[config.mk]
export PLATFORM = sky130hd
export DESIGN_NAME = cache_req_arbiter
export DESIGN_NICKNAME = d
export VERILOG_FILES = /design/src/rtl/cache_arb_pkg.sv /design/src/rtl/rr_arbiter.sv /design/src/rtl/cache_req_arbiter.sv
export SDC_FILE = /design/constraint.sdc
export NUM_CORES = 1
export LEC_CHECK = 0
export BUFFER_PORTS_ARGS = -buffer_cell sky130_fd_sc_hd__buf_4
export CAP_MARGIN = 15
export CORE_MARGIN = 1.5
export CORE_UTILIZATION = 45
export DETAILED_ROUTE_END_ITERATION = 10
export GPL_ROUTABILITY_DRIVEN = 0
export PLACE_DENSITY = 0.78
export RECOVER_POWER = 50
export REMOVE_ABC_BUFFERS = 1
export SYNTH_ARGS = -nofsm -noshare
export SYNTH_HDL_FRONTEND = slang
export SYNTH_HIERARCHICAL = 1
export SYNTH_SLANG_ARGS = --single-unit
[constraint.sdc]
create_clock -name clk -period 15.25 [get_ports clk]
set_clock_uncertainty 0.15 [all_clocks]
set_input_delay 2.2875 -clock clk [delete_from_list [all_inputs] [get_ports clk]]
set_output_delay 2.2875 -clock clk [all_outputs]
set_load 0.05 [all_outputs]
[src/rtl/cache_arb_pkg.sv]
// Shared state type and round-robin helpers for the cache request arbiter.
package cache_arb_pkg;

  localparam int MAX_REQ = 4;
  localparam int IDX_W   = 2;

  typedef enum logic [1:0] {
    IDLE  = 2'd0,
    ISSUE = 2'd1,
    WAIT  = 2'd2,
    RESP  = 2'd3
  } arb_state_t;

  // One-hot grant for the first valid requester after ptr, wrapping over num requesters.
  function automatic logic [MAX_REQ-1:0] rr_pick(input logic [MAX_REQ-1:0] valid,
                                                 input logic [IDX_W-1:0]   ptr,
                                                 input logic [2:0]         num);
    logic [MAX_REQ-1:0] grant;
    logic [2:0]         idx;
    logic               found;
    grant = '0;
    found = 1'b0;
    for (int k = 1; k <= MAX_REQ; k++) begin
      idx = 3'(ptr) + 3'(k);
      if (idx >= num) begin
        idx = idx - num;
      end
      if (!found && (3'(k) <= num) && valid[idx[1:0]]) begin
        grant[idx[1:0]] = 1'b1;
        found           = 1'b1;
      end
    end
    return grant;
  endfunction

  function automatic logic [IDX_W-1:0] oh_to_idx(input logic [MAX_REQ-1:0] oh);
    logic [IDX_W-1:0] idx;
    idx = '0;
    for (int i = 0; i < MAX_REQ; i++) begin
      if (oh[i]) begin
        idx = IDX_W'(i);
      end
    end
    return idx;
  endfunction

endpackage

[src/rtl/rr_arbiter.sv]
// Combinational round-robin pick with a registered last-winner pointer.
module rr_arbiter
  import cache_arb_pkg::*;
#(
  parameter int NUM_REQ = 2
) (
  input  logic               clk,
  input  logic               rst,
  input  logic [NUM_REQ-1:0] i_valid,
  input  logic               i_update,
  output logic [NUM_REQ-1:0] o_grant,
  output logic [IDX_W-1:0]   o_grant_idx
);

  logic [IDX_W-1:0]   r_ptr;
  logic [MAX_REQ-1:0] w_valid_pad;
  logic [MAX_REQ-1:0] w_grant_pad;

  // Pad the request vector to the helper width so one function serves every NUM_REQ.
  always_comb begin
    w_valid_pad                = '0;
    w_valid_pad[NUM_REQ-1:0]   = i_valid;
    w_grant_pad                = rr_pick(w_valid_pad, r_ptr, 3'(NUM_REQ));
  end

  assign o_grant     = w_grant_pad[NUM_REQ-1:0];
  assign o_grant_idx = oh_to_idx(w_grant_pad);

  // Pointer starts at the last requester so requester 0 wins first after reset.
  always_ff @(posedge clk or posedge rst) begin
    if (rst) begin
      r_ptr <= IDX_W'(NUM_REQ - 1);
    end else if (i_update) begin
      r_ptr <= o_grant_idx;
    end else begin
      r_ptr <= r_ptr;
    end
  end

endmodule

[src/rtl/cache_req_arbiter.sv]
// Shares one cache read/write port between NUM_REQ requesters, one access at a time,
// returning the cache response to the winner and counting hits and misses.
module cache_req_arbiter
  import cache_arb_pkg::*;
#(
  parameter int NUM_REQ    = 2,
  parameter int DATA_WIDTH = 32,
  parameter int ADDR_WIDTH = 32,
  parameter int CACHE_LAT  = 1,
  parameter int CNT_WIDTH  = 16
) (
  input  logic                          clk,
  input  logic                          reset,
  input  logic [NUM_REQ-1:0]            req_valid,
  input  logic [NUM_REQ-1:0]            req_write,
  input  logic [NUM_REQ*ADDR_WIDTH-1:0] req_addr,
  input  logic [NUM_REQ*DATA_WIDTH-1:0] req_wdata,
  output logic [NUM_REQ-1:0]            req_ready,
  output logic [NUM_REQ-1:0]            rsp_valid,
  output logic [DATA_WIDTH-1:0]         rsp_rdata,
  output logic                          rsp_hit,
  output logic                          rsp_miss,
  output logic [ADDR_WIDTH-1:0]         cache_addr,
  output logic [DATA_WIDTH-1:0]         cache_write_data,
  output logic                          cache_read,
  output logic                          cache_write,
  input  logic [DATA_WIDTH-1:0]         cache_read_data,
  input  logic                          cache_hit,
  input  logic                          cache_miss,
  output logic [CNT_WIDTH-1:0]          hit_cnt,
  output logic [CNT_WIDTH-1:0]          miss_cnt
);

  arb_state_t             r_state;
  logic [2:0]             r_lat_cnt;
  logic [IDX_W-1:0]       r_idx;
  logic [NUM_REQ-1:0]     w_grant;
  logic [IDX_W-1:0]       w_grant_idx;
  logic                   w_accept;
  logic                   w_sel_write;
  logic [ADDR_WIDTH-1:0]  w_sel_addr;
  logic [DATA_WIDTH-1:0]  w_sel_wdata;

  rr_arbiter #(.NUM_REQ(NUM_REQ)) u_rr (
    .clk         (clk),
    .rst         (reset),
    .i_valid     (req_valid),
    .i_update    (w_accept),
    .o_grant     (w_grant),
    .o_grant_idx (w_grant_idx)
  );

  // Grant is offered only in IDLE; it follows valid combinationally so a withdrawn request is never granted.
  assign w_accept  = (r_state == IDLE) && (|w_grant);
  assign req_ready = ((r_state == IDLE) && !reset) ? w_grant : '0;

  // The grant is one-hot, so an AND-OR mux selects the winner's fields.
  always_comb begin
    w_sel_write = 1'b0;
    w_sel_addr  = '0;
    w_sel_wdata = '0;
    for (int i = 0; i < NUM_REQ; i++) begin
      w_sel_write = w_sel_write | (req_write[i] & w_grant[i]);
      w_sel_addr  = w_sel_addr  | (req_addr[i*ADDR_WIDTH +: ADDR_WIDTH] & {ADDR_WIDTH{w_grant[i]}});
      w_sel_wdata = w_sel_wdata | (req_wdata[i*DATA_WIDTH +: DATA_WIDTH] & {DATA_WIDTH{w_grant[i]}});
    end
  end

  // Access sequencer: issue one cache cycle, wait out the latency, return one response.
  always_ff @(posedge clk or posedge reset) begin
    if (reset) begin
      r_state          <= IDLE;
      r_lat_cnt        <= 3'd0;
      r_idx            <= '0;
      rsp_valid        <= '0;
      rsp_rdata        <= '0;
      rsp_hit          <= 1'b0;
      rsp_miss         <= 1'b0;
      cache_addr       <= '0;
      cache_write_data <= '0;
      cache_read       <= 1'b0;
      cache_write      <= 1'b0;
      hit_cnt          <= '0;
      miss_cnt         <= '0;
    end else begin
      case (r_state)
        IDLE: begin
          if (w_accept) begin
            cache_addr       <= w_sel_addr;
            cache_write_data <= w_sel_wdata;
            cache_read       <= !w_sel_write;
            cache_write      <= w_sel_write;
            r_idx            <= w_grant_idx;
            r_state          <= ISSUE;
          end else begin
            r_state <= IDLE;
          end
        end
        ISSUE: begin
          cache_read  <= 1'b0;
          cache_write <= 1'b0;
          r_lat_cnt   <= 3'(CACHE_LAT);
          r_state     <= WAIT;
        end
        WAIT: begin
          if (r_lat_cnt == 3'd0) begin
            rsp_rdata <= cache_read_data;
            rsp_hit   <= cache_hit;
            rsp_miss  <= cache_miss;
            for (int i = 0; i < NUM_REQ; i++) begin
              rsp_valid[i] <= (r_idx == IDX_W'(i));
            end
            r_state <= RESP;
          end else begin
            r_lat_cnt <= r_lat_cnt - 3'd1;
          end
        end
        RESP: begin
          rsp_valid <= '0;
          if (rsp_hit && (hit_cnt != {CNT_WIDTH{1'b1}})) begin
            hit_cnt <= hit_cnt + CNT_WIDTH'(1);
          end
          if (rsp_miss && (miss_cnt != {CNT_WIDTH{1'b1}})) begin
            miss_cnt <= miss_cnt + CNT_WIDTH'(1);
          end
          r_state <= IDLE;
        end
        default: begin
          r_state <= IDLE;
        end
      endcase
    end
  end

endmodule

* Word level (Yosys, flattened, before mapping) *
Index checks and enable logic that the tools add are counted.

storage, ports and cells
  register bits = 143
  input port bits = 168
  logic and storage cells = 98

cells by class
  add/subtract/negate cells = 7
  $lt $le $gt $ge = 6
  eq/ne operators = 9
  muxes and demuxes = 28
  bitwise logic cells = 10
  reductions and logical operators = 24

operators with widths
  cell                                                                          count
  32-bit bitwise AND                                                            4
  32-bit OR                                                                     2
  16-bit by 1-bit adder with 16-bit output, second input constant               2
  16-bit != test, second input constant                                         2
  2-bit two-way mux                                                             7
  2-bit AND reduction                                                           7
  1-bit two-way mux                                                             9
  4-bit two-way mux                                                             2
  2-bit one-hot mux with 4 select lines                                         1
  1-bit logical AND                                                             7
  3-bit by 2-bit >= comparator with 1-bit output, second input constant         2
  2-bit by 3-bit less-than comparator with 1-bit output, second input constant  2
  3-bit one-hot mux with 2 select lines                                         1
  2-bit nonzero test                                                            3
  1-bit binary-select mux with 2-bit select                                     2
  1-bit demux with 2-bit select                                                 2
  2-bit by 1-bit == test with 1-bit output, second input constant               2
  2-bit == test, second input constant                                          2
  2-bit by 1-bit >= comparator with 1-bit output, second input constant         2
  2-bit logical NOT                                                             2
  2-bit != test, second input constant                                          2
  4-bit OR                                                                      1
  1-bit one-hot mux with 2 select lines                                         2
  2-bit one-hot mux with 2 select lines                                         1
  other kinds (11)                                                              15

* Depth between registers and ports, before layout *
Gate-level depths: netlist of run 1.

  depth after elaboration = 15
  gate-level depth with buffers = 8

* Hierarchy *
The synthesis of run 1 kept the hierarchy.

by module, submodules not included
  module             instances  cells an instance  area an instance (um2)  sequential area each (um2)
  cache_req_arbiter  1          513                6321.1                  3528.4
  rr_arbiter         1          13                 118.9                   51.3

* Worst setup path after synthesis of run 1 *
Ideal clock, no wire load.

  kind = input -> output
  from = input reset
  to = output req_ready[0]
  arrival time = 5.981 ns
  required time = 12.813 ns
  setup slack = 6.831 ns
  stages on the path = 2
  cells stage by stage = inv_1 > and3_1

on the way
  word-level cells in the longest chain between the ends = 3

ends and longest elaborated chain
  item                         line                     RTL
  from (decl)                  cache_req_arbiter.sv:13  input logic reset,
  1-bit logical NOT (no line)  -
  1-bit logical AND            cache_req_arbiter.sv:55  assign req_ready = ((r_state == IDLE) && !reset) ? w_grant : '0;
  2-bit two-way mux            cache_req_arbiter.sv:55
  to (decl)                    cache_req_arbiter.sv:18  output logic [NUM_REQ-1:0] req_ready,

No other way between the ends.

* Worst setup path in the final report of run 1 *
Ends and elaborated chain as after synthesis.

==> results of run 1 <==
how the worst min path moves through the flow:
stage | start | slack, ns | cells past startpoint | end
2_1_floorplan | r_lat_cnt[0]$_DFFE_PP0P_ | 0.29 | 1 | r_lat_cnt[0]$_DFFE_PP0P_
3_3_place_gp | r_lat_cnt[0]$_DFFE_PP0P_ | 0.31 | 1 | r_lat_cnt[0]$_DFFE_PP0P_
4_1_cts | r_idx[0]$_DFFE_PP0P_ | 0.33 | 1 | rsp_valid[0]$_DFFE_PP0P_
6_report | r_idx[0]$_DFFE_PP0P_ | 0.33 | 1 | rsp_valid[0]$_DFFE_PP0P_
5_1_grt | cache_write_data[1]$_DFFE_PP0P_ | 0.36 | 1 | cache_write_data[1]$_DFFE_PP0P_
3_5_place_dp | r_idx[0]$_DFFE_PP0P_ | 0.32 | 1 | rsp_valid[0]$_DFFE_PP0P_
layout by cell type (no fill, tap or decap), types with 8 or more instances in the layout:
master                      instances
sky130_fd_sc_hd__nand3_1           14
sky130_fd_sc_hd__nor2_1            14
sky130_fd_sc_hd__nor4_1             8
sky130_fd_sc_hd__xnor2_1           12
sky130_fd_sc_hd__xor2_1            10
sky130_fd_sc_hd__nand2_1           16
sky130_fd_sc_hd__mux2_2            41
sky130_fd_sc_hd__buf_4            200
sky130_fd_sc_hd__clkbuf_4          34
sky130_fd_sc_hd__a22o_1           128
sky130_fd_sc_hd__inv_1             12
sky130_fd_sc_hd__clkbuf_1          76
sky130_fd_sc_hd__o21ai_0            8
sky130_fd_sc_hd__clkbuf_16         17
sky130_fd_sc_hd__dfrtp_1          142
layer usage:
metal  global-route usage [%]  vias up  routed length (um)
met5                        0        -                   0
met4                     7.56        0                 294
met3                     7.71       21                1300
met2                     40.2      216                8960
met1                     27.7     2614                6830
li1                         -     2572                   -
Yosys cell counts (all sizes together) (2+ instances only):
cell type and count:
a22o 128, nor2b 5, and2 5, a211oi 3
or2 2, nand2b 3, and4 2, buf 3
ha 8, xnor2 12, o21a 2, o2111ai 2
xor2 10, mux2 42, nor3b 2, nor4 8
nor3 5, o211ai 4, o21ai 10, a31oi 3
dfrtp 142, nand4 7, a21oi 6, nor2 14
and3 4, nand3 15, inv 13, nand2 16
clkbuf 36
power groups by stage:
stage                     logic [mW]  registers [mW]  clock network, mW
final                           1.11           0.642              0.406
after global routing            1.17           0.663              0.434
after CTS                       1.21           0.645              0.415
after detailed placement        1.21           0.642                  0
after global placement          1.18           0.640                  0
after floorplan                0.327            1.14                  0
registers in the layout (all words and copies together), names as in the netlist:
signal	count
r_idx	2
hit_cnt	16
rsp_miss	1
cache_write_data	32
rsp_rdata	32
r_state	2
cache_read	1
cache_write	1
cache_addr	32
rsp_valid	2
r_lat_cnt	3
u_rr/r_ptr	2
miss_cnt	16
rsp_hit	1
critical path, stage by stage:
cell	delay [ns]
sky130_fd_sc_hd__clkbuf_1	0.11
sky130_fd_sc_hd__clkinvlp_2	2.03
sky130_fd_sc_hd__and3_1	1.04
sky130_fd_sc_hd__buf_4	0.21
per-stage QoR:
| step | worst slack [ns] | hold WS, ns |
|---|---|---|
| after global routing | 6.26 | 0.358 |
| final | 7.10 | 0.333 |
| after CTS | 9.08 | 0.333 |
| after global placement | 9.15 | 0.314 |
| after floorplan | 5.49 | 0.295 |
| after detailed placement | 9.08 | 0.319 |
kinds of logic after synthesis:
logic type,count (synthesis),share of synthesized area (%)
AO/OA/AOI/OAI,164,21.2
XOR/XNOR,22,2.99
adder cells (fa/ha/maj),8,1.55
buffers and inverters,52,3.23
flip-flops,143,55.6
multiplexers,43,7.56
other,1,0.0582
AND/OR/NAND/NOR,93,7.85
layout make-up:
cell class | instances | share of cell area (%)
inverters | 13 | 0.547
clock inverters | 12 | 1.48
well taps | 180 | 2.46
repair buffers | 309 | 22.3
clock buffers | 20 | 4.99
multi-input cells | 331 | 29.2
flip-flops and latches | 143 | 39.1
==> results.md, run 1 <==
Final layout:
- In the final design database the tool counted 991 nets.
- The post-route netlist has 38.3% of its cells at a drive strength greater than 1.
- The count of cells in the finished layout, fillers not included, comes to 1008.
- The final cell area excluding filler cells is 9150 um^2.
- The final cell utilization of the core is 65.7%.
- The sequential cell area in the final layout is 3580 um^2.
- The growth of design area from synthesis to finish is 42.1%.
- Fill cells in the final layout number 1127.
- The final antenna diode count is 0.
- In the final layout, the multi-input gates occupy 2670 um^2.

Timing:
- Setup repair after global routing left no endpoint under its margin.
- The number of slew-limit violations in the final report is 67.
- After layout, the worst path uses 53.4% of the clock period.
- The maximum clock frequency is 123 MHz.
- The smallest clock period supported by the final layout is computed as 8.15 ns.
- Setup violations remaining at the end of the flow were counted as 0.
- The aggregate negative setup slack is 0 ns.
- The final hold violation count is 0.
- At the pin with the least slew margin, the transition time is 2.73 ns.
- The worst pin sits at a relative slew slack of -82.7%.

Worst setup path:
- Data arrives at the worst endpoint at 5.71 ns.
- The number of cells on the worst reg-to-reg path is 6.
- In this run the worst path has a maximum fanout of 66.
- The data required time of the worst path is 12.81 ns.
- In this run the worst setup path begins at reset.
- Following the worst setup path forward leads to its endpoint at req_ready[0].
- The startpoint identified for the worst register-to-register timing path is u_rr/r_ptr[0]$_DFFE_PP1P_.
- The critical path in this run is classified as primary input to primary output.
- The endpoint identified for the worst register-to-register timing path is r_idx[0]$_DFFE_PP0P_.
- The capturing element type of the critical path is a primary output.
- Across all register-to-register paths, the minimum setup slack is 12.32 ns.
- The launching element type of the critical path is a primary input.

Run status:
- The run finished, with violations left.
- The checks that failed: max-capacitance violations, max-slew violations.

Routing:
- The average wire length per cell after detail routing is 17.2 um.
- Dividing the detail-routed via count by the number of cells gives 5.38.
- The routed via count is 5423.
- The count of TritonRoute iterations in the first routing pass is 5.
- Summed over all layers, the routed wires come to 17.4 mm.
- The first routing iteration left 300 violations.
- In this run the remaining antenna-violating nets after routing total 0.
- The DRC violations left is 0.

Power and ir drop:
- Summed over all nets, the switching power comes to 1.04 mW.
- The power after layout is 2.16 mW.
- IR analysis of the VDD net gives a maximum drop of 151 uV.
- The analysis attributes to cell leakage a power of 4.35 nW.
- The share of total power dissipated in the clock network is 18.8%.
- The cell-internal power is 1.11 mW.
- The cell area power density is 235 nW/um^2.
- The share of total power dissipated in combinational logic is 51.4%.
- The part of the total power dissipated in sequential elements is 29.8%.
- The switching part of the total power is 48.5%.

Yosys:
- The library cell with the largest summed area after synthesis is sky130_fd_sc_hd__dfrtp_1.
- The most used flip-flop cell after synthesis is sky130_fd_sc_hd__dfrtp_1.
- The sequential share of the synthesized area is 55.6%.
- The share of the synthesized area in the top cell type is 55.2%.
- The post-synthesis sequential element count is 143.
- The synthesized area per cell is 12.2 um^2.
- Yosys printed 6 warnings.
- The count of mapped cells out of synthesis is 526.
- Yosys mapped a number of flops with a built-in enable equal to 0.
- In this run the cell area of the synthesized design comes to 6440 um^2.
- Synthesis instantiated 49 different standard cells from the library.
- By area the synthesized netlist is led by sky130_fd_sc_hd__dfrtp_1 55%, sky130_fd_sc_hd__a22o_1 17%, sky130_fd_sc_hd__mux2_2 7.2%, sky130_fd_sc_hd__clkbuf_1 2.1%, sky130_fd_sc_hd__xnor2_1 1.6%.
- The async set-or-reset flop fraction in the synthesized netlist is 100%.

Floorplanning:
- For this configuration, the core starts out at a cell density of 46.2%.
- The die height is 123 um.
- The number of ports placed on the die boundary is 304.
- The floorplan has 43 rows.
- The die covers 15000 um^2.
- The die is 123 um wide.
- The total area inside the core boundary comes to 13900 um^2.

Placed design:
- In this run the cell area measured after placement is 8850 um^2.
- The post-DP HPWL is 12.9 mm.
- The count of port buffers added during placement is 303.
- The cell count after placement is 976.

CTS:
- The number of buffers inserted by post-CTS setup repair is 0.
- The maximum buffer depth of the clock tree is 2.
- Clock-pin slew was measured on the worst setup and hold paths at 0.06 ns.
- The number of gates resized after CTS is 0.
- TritonCTS built the clock tree.
- For this design, the CTS-stage hold fixing added 0 buffers.
- At the later pin of the worst-skew pair, clock insertion delay measures 0.40 ns.
- The H-tree depth is 4.
- The cell sitting at the root of the clock tree is a sky130_fd_sc_hd__clkbuf_16.
- The clock sink count is 143.
- TritonCTS created 17 clock buffers.

Global routing:
- Across every metal layer, demand over resource in global routing totals 23.4%.
- Entering global routing, the biggest net connects 79 pins.
- The via count of the first global-routing pass is 5445.
- The wire length of the first global-routing pass is 27.1 mm.
- The initial antenna violation count came to 0.
- The total congestion overflow after global routing is 0.

Worst hold path:
- The class of the worst hold path is flop to flop.

Flow run:
- The number of max-cap violations is 1.
(Power assumes the default switching activity.)
==> inputs of run 2 (changes only) <==
==> constraint.sdc (replaced) <==
create_clock -name clk -period 8.41 [get_ports clk]
set_clock_uncertainty 0.15 [all_clocks]
set_input_delay 1.2615 -clock clk [delete_from_list [all_inputs] [get_ports clk]]
set_output_delay 1.2615 -clock clk [all_outputs]
set_load 0.05 [all_outputs]
==> results.md, run 2 (synthesis gave the netlist of run 1 again) <==
Run status:
- The run finished, with violations left.
- The final reports fail on max-capacitance violations, max-slew violations.

Routing:
- The count of TritonRoute iterations in the first routing pass came to 4 (-1).
- The average wire length per cell after detail routing is 17.6 um (+2.1%).
- The post-route antenna net violation count is 0 (unchanged).
- The routed via count is 5535 (+2.1%).
- The total detailed-routing wirelength is 17.8 mm (+2.1%).
- The vias per cell is 5.49 (+2.1%).
- The number of DRC markers after the initial detailed-route iteration is 400 (+33%).
- The DRC violations left was 0 (unchanged).

Timing:
- The final number of setup-violating endpoints is 0 (unchanged).
- The final worst-path setup slack is 4.28 ns (-2.82 ns).
- Setup repair after global routing left no endpoint under its margin.
- The transition time at the pin with the least slew margin came to 1.94 ns (-0.790 ns).
- The aggregate negative setup slack was 0 ns (unchanged).
- The max-slew headroom at the worst pin was -29.0% (+54 points).
- Based on the critical path, the design can be clocked at up to 242 MHz.
- The number of slew-limit violations in the final report is 35 (-48%).
- The final hold violation count is 0 (unchanged).
- The time the final worst path needs with I/O delays and setup is 4.13 ns.
- The final cycle utilization of the critical path is 49.1%.

Final layout:
- The top cell types in the final layout, fill and taps aside, are 237 x sky130_fd_sc_hd__buf_4, 142 x sky130_fd_sc_hd__dfrtp_1, 128 x sky130_fd_sc_hd__a22o_1, 73 x sky130_fd_sc_hd__clkbuf_1, 40 x sky130_fd_sc_hd__mux2_2.
- The final cell utilization of the core came to 66.0% (+0.32 points).
- The final antenna diode count was 0 (unchanged).
- The net total in the final layout came to 991 (unchanged).
- The combined area of the multi-input logic cells was 2670 um^2 (unchanged).
- In the final layout, the registers with the most flip-flops are cache_addr x32, cache_write_data x32, rsp_rdata x32.
- The number of non-filler instances in the completed layout is 1008 (unchanged).
- The share of post-route cells with drive strength above 1 came to 38.4% (+0.12 points).
- The fill cell total of the finished layout came to 1096 (-2.8%).
- The sequential cell area in the final layout was 3580 um^2 (unchanged).
- The growth of design area from synthesis to finish is 42.8%.
- The commonest non-fill, non-tap cell in the layout is sky130_fd_sc_hd__buf_4.

Worst setup path:
- The largest fanout on the critical path is 67 (+1.5%).
- The origin of the worst setup path is req_valid[0].
- The capturing element type of the critical path is a primary output.
- The arrival time reported for the critical path endpoint is 2.72 ns (-2.99 ns).
- The launching element type of the critical path is a primary input.
- The worst setup slack for register-to-register paths is 5.32 ns (-7.00 ns).
- The start-to-end type of the worst setup path is primary input to primary output.
- The data required time of the worst path came to 7.00 ns (-5.81 ns).
- The startpoint identified for the worst register-to-register timing path is r_state[0]$_DFFE_PP0P_.

Global routing:
- The via count of the first global-routing pass was 5358 (-1.6%).
- The total congestion overflow after global routing is 0 (unchanged).
- The maximum number of pins on one net before global-route repair is 75 (-5.1%).
- The global routing usage summed across all routing layers is 23.4% (about the same).
- The wire length of the first global-routing pass is 27.0 mm (-0.69%).
- The initial antenna violation count is 0 (unchanged).

CTS:
- The clock insertion delay at the later pin of the skew report is 0.41 ns (about the same).
- The H-tree depth is 4 (unchanged).
- CTS placed an instance of sky130_fd_sc_hd__clkbuf_16 at the clock tree root.
- The number of buffers inserted by post-CTS setup repair is 0 (unchanged).
- The number of hold buffers added after CTS is 0 (unchanged).
- The clock-pin transition on the worst setup and hold timing paths is 0.06 ns (about the same).
- The clock sink count came to 143 (unchanged).
- The number of gates resized after CTS is 0 (unchanged).
- The CTS tree is built.
- The maximum buffer depth of the clock tree was 2 (unchanged).
- The number of clock buffers inserted by TritonCTS was 17 (unchanged).

Floorplanning:
- The number of placement rows was 43 (unchanged).
- The placeable core region was 13900 um^2 (unchanged).
- The number of ports placed on the die boundary was 304 (unchanged).
- The initial core utilization was 46.2% (unchanged).
- The die outline width was 123 um (unchanged).
- The die height is 123 um (unchanged).
- The floorplan die area is 15000 um^2 (unchanged).

Power and ir drop:
- The largest vdd supply drop is 307 uV (+100%).
- The power after layout is 3.97 mW (+84%).
- The cell area power density was 432 nW/um^2 (+83%).
- The static leakage is 4.39 nW (+0.91%).

Placed design:
- The worst setup slack after placement came to 4.27 ns (-4.81 ns).
- The count of port buffers added during placement came to 303 (unchanged).
- The cell count after placement was 976 (unchanged).
- The post-DP HPWL was 13.1 mm (+1.1%).

Worst hold path:
- In this run the most critical hold path is launched from r_lat_cnt[0]$_DFFE_PP0P_.
- The class of the worst hold path is flop to flop.

Flow run:
- The number of max-cap violations was 1 (unchanged).
==> run 2: cell count changes in the layout (fill, tap and decap cells not counted), sizes merged <==
cell      delta
buf         +37
bufinv       +2
clkbuf      -39
clkinv       +3
clkinvlp     -2
inv          -1
==> run 2: layout make-up <==
cell class / instances / share of cell area (%)
Inverter: 13 / 0.585
Multi-Input combinational cell: 331 / 29.0
Clock inverter: 14 / 2.09
Sequential cell: 143 / 38.9
Timing Repair Buffer: 309 / 22.3
Tap cell: 180 / 2.45
Clock buffer: 18 / 4.67
==> run 2: stage by stage <==
stage / area [um^2] / hold WS [ns]
final: 9200 / 0.347
after global placement: 8850 / 0.310
after detailed placement: 8850 / 0.338
after floorplan: 6280 / 0.295
after CTS: 9470 / 0.346
after global routing: 9200 / 0.363
==> run 2: worst paths after layout <==
path,depth (start not counted),to
setup reg to reg,5,rsp_rdata[17]$_DFFE_PP0P_
hold reg to reg,1,r_lat_cnt[0]$_DFFE_PP0P_
max in group asynchronous,3,cache_write_data[12]$_DFFE_PP0P_
setup / recovery,6,req_ready[1]
hold / removal,1,r_lat_cnt[0]$_DFFE_PP0P_
min in group asynchronous,2,u_rr/r_ptr[1]$_DFFE_PP0P_
==> run 2: layer usage <==
| layer | vias up | part of all wire [%] | track usage [%] |
|---|---|---|---|
| li1 | 2571 | - | - |
| met2 | 243 | 51 | 40.3 |
| met4 | 0 | 1.6 | 8.36 |
| met1 | 2692 | 40 | 27.8 |
| met5 | - | 0 | 0 |
| met3 | 29 | 7.4 | 6.74 |
==> run 2: critical path, stage by stage <==
cell	delay, ns
sky130_fd_sc_hd__buf_4	0.11
sky130_fd_sc_hd__o21ai_1	0.17
sky130_fd_sc_hd__and2_2	0.17
sky130_fd_sc_hd__buf_4	0.52
sky130_fd_sc_hd__and3_1	0.26
sky130_fd_sc_hd__buf_4	0.19
==> run 2: report_power, final <==
group / switching [mW] / internal (mW)
logic: 1.43 / 0.592
registers: 0.190 / 0.979
clock network: 0.284 / 0.496
total: 1.90 / 2.07
